File: config.mk
export PLATFORM = sky130hd
export DESIGN_NAME = mult_sa_issue
export DESIGN_NICKNAME = d
export VERILOG_FILES = /design/src/rtl/mult_sa_issue.sv
export SDC_FILE = /design/constraint.sdc
export NUM_CORES = 1
export LEC_CHECK = 0
export ABC_AREA = 1
export CAP_MARGIN = 5
export CORE_MARGIN = 5
export CORE_UTILIZATION = 45
export DETAILED_ROUTE_END_ITERATION = 6
export PLACE_DENSITY = 0.85
export SYNTH_ARGS = -nofsm -noshare
export SYNTH_HDL_FRONTEND = slang
export SYNTH_SLANG_ARGS = --single-unit
File: constraint.sdc
create_clock -name clk_i -period 1.2 [get_ports clk_i]
set_input_delay 0.18 -clock clk_i [delete_from_list [all_inputs] [get_ports clk_i]]
set_output_delay 0.18 -clock clk_i [all_outputs]
set_load 0.01 [all_outputs]
File: src/rtl/mult_sa_issue.sv
// Request front-end for a blocking shift-accumulate multiplier.
// Latency: request accepted in cycle 0, start pulse in cycle 1, response the cycle after the product returns.
// Backpressure: req_ready_o drops when the FIFO is full; no new operation starts while the response slot is occupied.
//
// Ports:
//   clk_i, rst_ni          clock, asynchronous active-low reset
//   flush_i                empties the FIFO, drops the response, discards any in-flight product
//   req_*                  valid/ready request stream {tc_mode, a, b, tag}
//   mul_*                  blocking multiplier interface (start pulse, head operands, busy, product)
//   rsp_*                  valid/ready response stream {c, tag}
//   err_o                  sticky protocol error (product or prolonged busy while idle)
module mult_sa_issue #(
  parameter int unsigned ADw   = 8,
  parameter int unsigned BDw   = 8,
  parameter int unsigned TagDw = 4,
  parameter int unsigned Depth = 2
) (
  input  logic                   clk_i,
  input  logic                   rst_ni,
  input  logic                   flush_i,
  input  logic                   req_valid_i,
  output logic                   req_ready_o,
  input  logic [1:0]             req_tc_mode_i,
  input  logic [ADw-1:0]         req_a_i,
  input  logic [BDw-1:0]         req_b_i,
  input  logic [TagDw-1:0]       req_tag_i,
  output logic                   mul_en_po,
  output logic [1:0]             mul_tc_mode_o,
  output logic [ADw-1:0]         mul_a_o,
  output logic [BDw-1:0]         mul_b_o,
  input  logic                   mul_busy_i,
  input  logic                   mul_valid_i,
  input  logic [ADw+BDw-1:0]     mul_c_i,
  output logic                   rsp_valid_o,
  input  logic                   rsp_ready_i,
  output logic [ADw+BDw-1:0]     rsp_c_o,
  output logic [TagDw-1:0]       rsp_tag_o,
  output logic                   err_o
);

  localparam int unsigned PtrW = $clog2(Depth);

  typedef struct packed {
    logic [1:0]       tc;
    logic [ADw-1:0]   a;
    logic [BDw-1:0]   b;
    logic [TagDw-1:0] tag;
  } req_t;

  typedef enum logic [1:0] {
    StIdle,
    StWait,
    StDrain
  } state_e;

  req_t               fifo_q [Depth];
  logic [PtrW:0]      wptr_q, wptr_d;
  logic [PtrW:0]      rptr_q, rptr_d;
  state_e             state_q, state_d;
  logic               rsp_valid_q, rsp_valid_d;
  logic [ADw+BDw-1:0] rsp_c_q, rsp_c_d;
  logic [TagDw-1:0]   rsp_tag_q, rsp_tag_d;
  logic               err_q, err_d;
  logic               stall_q, stall_d;

  logic empty, full, push, pop, start, capture;
  req_t head, wr_entry;

  // Wrap-bit pointers: equal means empty, equal index with differing wrap bit means full.
  assign empty = (wptr_q == rptr_q);
  assign full  = (wptr_q[PtrW] != rptr_q[PtrW]) &&
                 (wptr_q[PtrW-1:0] == rptr_q[PtrW-1:0]);
  assign head  = fifo_q[rptr_q[PtrW-1:0]];

  assign wr_entry = '{tc: req_tc_mode_i, a: req_a_i, b: req_b_i, tag: req_tag_i};

  // A push during a flush is dropped; ready is plain !full (no pop bypass).
  assign req_ready_o = !full;
  assign push        = req_valid_i && req_ready_o && !flush_i;

  // Only start when the response slot is free or being drained this cycle,
  // so the captured product can never overwrite an unconsumed response.
  assign start   = (state_q == StIdle) && !empty && !mul_busy_i && !flush_i &&
                   (!rsp_valid_q || rsp_ready_i);
  assign capture = (state_q == StWait) && mul_valid_i && !flush_i;
  // The head stays in place for the whole operation so the multiplier inputs are stable.
  assign pop     = capture;

  assign mul_en_po     = start;
  assign mul_tc_mode_o = head.tc;
  assign mul_a_o       = head.a;
  assign mul_b_o       = head.b;

  assign rsp_valid_o = rsp_valid_q;
  assign rsp_c_o     = rsp_c_q;
  assign rsp_tag_o   = rsp_tag_q;
  assign err_o       = err_q;

  always_comb begin
    state_d     = state_q;
    wptr_d      = wptr_q;
    rptr_d      = rptr_q;
    rsp_valid_d = rsp_valid_q;
    rsp_c_d     = rsp_c_q;
    rsp_tag_d   = rsp_tag_q;
    err_d       = err_q;
    stall_d     = 1'b0;

    case (state_q)
      StIdle:  if (start) state_d = StWait;
      // A product arriving together with a flush is discarded and we go idle.
      StWait:  if (mul_valid_i) state_d = StIdle;
               else if (flush_i) state_d = StDrain;
      // Flushed operation still owns the multiplier; swallow its product.
      StDrain: if (mul_valid_i) state_d = StIdle;
      default: state_d = StIdle;
    endcase

    if (push) wptr_d = wptr_q + (PtrW+1)'(1);

    if (flush_i)  rptr_d = wptr_q;
    else if (pop) rptr_d = rptr_q + (PtrW+1)'(1);

    if (flush_i) begin
      rsp_valid_d = 1'b0;
    end else if (capture) begin
      rsp_valid_d = 1'b1;
      rsp_c_d     = mul_c_i;
      rsp_tag_d   = head.tag;
    end else if (rsp_ready_i) begin
      rsp_valid_d = 1'b0;
    end

    // Busy while idle with work queued is tolerated for one cycle only.
    stall_d = (state_q == StIdle) && mul_busy_i && !empty;
    if (((state_q == StIdle) && mul_valid_i) || (stall_d && stall_q)) err_d = 1'b1;
  end

  always_ff @(posedge clk_i or negedge rst_ni) begin
    if (!rst_ni) begin
      for (int unsigned i = 0; i < Depth; i++) fifo_q[i] <= '0;
      wptr_q      <= '0;
      rptr_q      <= '0;
      state_q     <= StIdle;
      rsp_valid_q <= 1'b0;
      rsp_c_q     <= '0;
      rsp_tag_q   <= '0;
      err_q       <= 1'b0;
      stall_q     <= 1'b0;
    end else begin
      if (push) fifo_q[wptr_q[PtrW-1:0]] <= wr_entry;
      wptr_q      <= wptr_d;
      rptr_q      <= rptr_d;
      state_q     <= state_d;
      rsp_valid_q <= rsp_valid_d;
      rsp_c_q     <= rsp_c_d;
      rsp_tag_q   <= rsp_tag_d;
      err_q       <= err_d;
      stall_q     <= stall_d;
    end
  end

endmodule

==> qor.json <==
{
  "hp-class": "in -> async",
  "fillerInstances": 537,
  "max_slew.worst_pin.slew_ps": 330,
  "critical_path.reg2reg.startpoint": "rptr_q[0]",
  "avgViaCountPerCell": 5.32,
  "clock_slew_at_the_register_clock_pins_of_the_worst_setup_and_hold_paths_ps": 80,
  "place.port_buffers": 86,
  "num_io_pins": 87,
  "drc_violations_left": 0,
  "numClockSinks": 73,
  "worst_clock_skew_ps": 9.54,
  "root_buffer_master": "clkbuf_8",
  "ys_seq_elements": 73,
  "timing.critical_path.max_delay_family": "buffers and inverters",
  "design.final.nets": 590,
  "die_area_um2": 9860,
  "crit_type": "reg -> reg",
  "synthDominantCellAreaShare_pct": 50.9,
  "fraction_of_layout_cells_with_a_size_suffix_above_1_pct": 32.0,
  "ys.warnings.count": 0,
  "post-route-min-period_ps": 1630,
  "maxSlewHeadroom_pct": 77.9,
  "cts_inserted_buffers": 9,
  "setup_total_negative_slack_ps": -24090,
  "finalSetupViolations": 87,
  "post_synth_most_frequent_cells": "nand2_1 (239), dfrtp_1 (73), nand4_1 (46)",
  "postLayoutSetupSlackWorst_ps": -426,
  "power_leakage_nw": 2.77,
  "cp_num_cells": 10,
  "insertion_delay_ps": 340,
  "final_design_area_no_fill_um2": 5360,
  "cts_tree": "yes",
  "netlist_instances": 440,
  "timing.fmax_ghz": 0.615,
  "synth_fp_nets": 485,
  "number_of_cells_on_the_worst_reg_to_reg_path": 10,
  "htree_num_levels": 3,
  "ys.flop_type": "dfrtp_1",
  "critPathSlowestCell": "dfrtp_2",
  "routedWlPerCell_um": 16.9,
  "timing.critical_path.cells": "clkinv_4 > nand2_4 > nand2_4 > buf_6 > nand2_8 > buf_8 > nand3_4 > buf_12 > nand2_1 > nand2_1",
  "drt_iter0_drcs": 233,
  "grt_start_max_net_pins": 41,
  "netlist_area_um2": 3590,
  "antenna_cells": 0,
  "synth.most_common_cell": "nand2_1",
  "area_growth_syn_to_layout_pct": 49.4,
  "grt_pass1_vias": 3563,
  "critPathCaptureType": "flop",
  "cts.path.max_buffers": 2,
  "grt_overflow_total": 0,
  "grt_use_met3_pct": 5.40,
  "reg2reg_setup_slack_ps": -430,
  "track_usage_pct": 21.7,
  "critPathMaxStageDelay_ps": 430,
  "rows": 32,
  "place.detailed.instances": 619,
  "yosys.area.top_type": "dfrtp_1",
  "post-route-period-util_pct": 136,
  "globalRoute.busiestLayer": "met2",
  "post_synth.cell_area_avg_um2": 8.16,
  "failing_checks": "setup timing",
  "outcome": "finished with violations",
  "drt_pass_1_iters": 5,
  "seq_area_frac_synth_pct": 50.9,
  "ys_top_cells_by_area": "dfrtp_1 (51%), nand2_1 (25%), nand4_1 (8.0%)",
  "required_ps": 1420,
  "setup_repair_after_global_routing_missed_its_margin": "true",
  "total_design_power_mw": 14.0,
  "gr-usage-met2_pct": 37.4,
  "place.detailed.hpwl_mm": 6.30,
  "power-per-cell-area_nw_per_um2": 2610,
  "globalplace.congestion": 0.801,
  "drv_slew": 0,
  "final_hold_viol_count": 0,
  "overall_routed_net_length_mm": 11.0,
  "async_flop_share_pct": 100,
  "final-instance-count-excl-fill": 652,
  "drv.max_cap_violation_count": 0,
  "crit_path_max_fanout": 16,
  "detail-route-antenna-nets": 0,
  "route.vias.total": 3466,
  "vdd.ir_drop.worst_mv": 1.30,
  "initial_utilization_pct": 46.2,
  "die_height_um": 99.3,
  "edff_count_synth": 0,
  "ys_types": 24,
  "antenna_found_initial": 0,
  "dpl_cell_area_um2": 4560,
  "cp-start-kind": "flop",
  "crit_arrival_ps": 1850,
  "core_region_area_um2": 7770,
  "grt_pass1_wl_mm": 17.1,
  "chipWidth_um": 99.3,
  "timing.rr.end": "fifo_q[5]",
  "worstPathBufferInverterCount": 4,
  "grt_use_met1_pct": 25.1,
  "post-route-util_pct": 69.0
}
==> registers in the layout, indices dropped and copies added, names as in the netlist <==
signal and cells:
rsp_tag_o 4, rsp_valid_o 1, wptr_q 2, rsp_c_o 16
err_o 1, fifo_q 44, state_q 2, rptr_q 2
stall_q 1
==> power by group <==
part           internal, mW  switching (mW)  total (mW)
Clock                  1.28           0.880        2.16
Sequential             3.56           0.848        4.41
Combinational          3.44            3.97        7.41
==> through the flow <==
stage,worst slack [ps],hold slack (ps)
after detailed placement,-586,165
after CTS,-338,363
after global routing,-460,374
after global placement,-516,161
after floorplan,-37.7,-116
final,-426,370
==> worst max path at each step <==
stage	from	to	slack (ps)
2_1_floorplan	wptr_q[0]	fifo_q[0]	-40
3_3_place_gp	rsp_ready_i	mul_en_po	-520
3_5_place_dp	rsp_ready_i	mul_en_po	-590
4_1_cts	rptr_q[0]	mul_en_po	-340
5_1_grt	rptr_q[0]	fifo_q[5]	-460
6_report	rptr_q[0]	fifo_q[5]	-430
==> tightest hold or removal path: stages <==
cell           delay [ps]
dlygate4sd3_1         540
buf_4                 140
buf_12                200
==> metal layers <==
metal  routed length (µm)  up-vias
met2                 5630      176
met5                    0        -
met1                 4230     1661
met4                  367        0
li1                     -     1600
met3                  828       29
==> layout make-up <==
class	instances	area, µm²	share of cell area, %
Timing Repair Buffer	140	1440	26.9
Tap cell	102	128	2.38
Sequential cell	73	1830	34.1
Clock buffer	11	151	2.82
Clock inverter	5	77.6	1.45
Multi-Input combinational cell	306	1660	31.0
Inverter	15	73.8	1.38
==> cell usage in the layout (no fill, tap or decap), drive strengths merged, types with 2 or more instances in the layout <==
cell / netlist / routed
buf: 42 / 74
nand2: 243 / 243
nor2: 6 / 6
clkinv: 0 / 3
clkdlybuf4s50: 0 / 43
clkdlybuf4s15: 0 / 21
clkbuf: 4 / 11
nand4: 46 / 46
nand3: 7 / 7
bufinv: 0 / 2
dfrtp: 73 / 73
inv: 15 / 14
==> what timing repair did <==
item | in CTS | in global routing
resized for setup | 206 | 58
buffers inserted | 12 | 4
pin swaps | 45 | 12
cloned | 2 | 0
hold buffers | 1 | 0
hold endpoints to repair | 73 | 0
endpoints found under the setup margin | 109 | 105
==> kinds of logic after synthesis <==
group                     Yosys count  synth area share, %
AOI/OAI and AO/OA                   2                0.349
xor gates and xnor gates            1                0.244
buffers and inverters              61                 11.4
DFF                                73                 50.9
and+or+nand+nor                   303                 37.1
(Power assumes the default switching activity.)
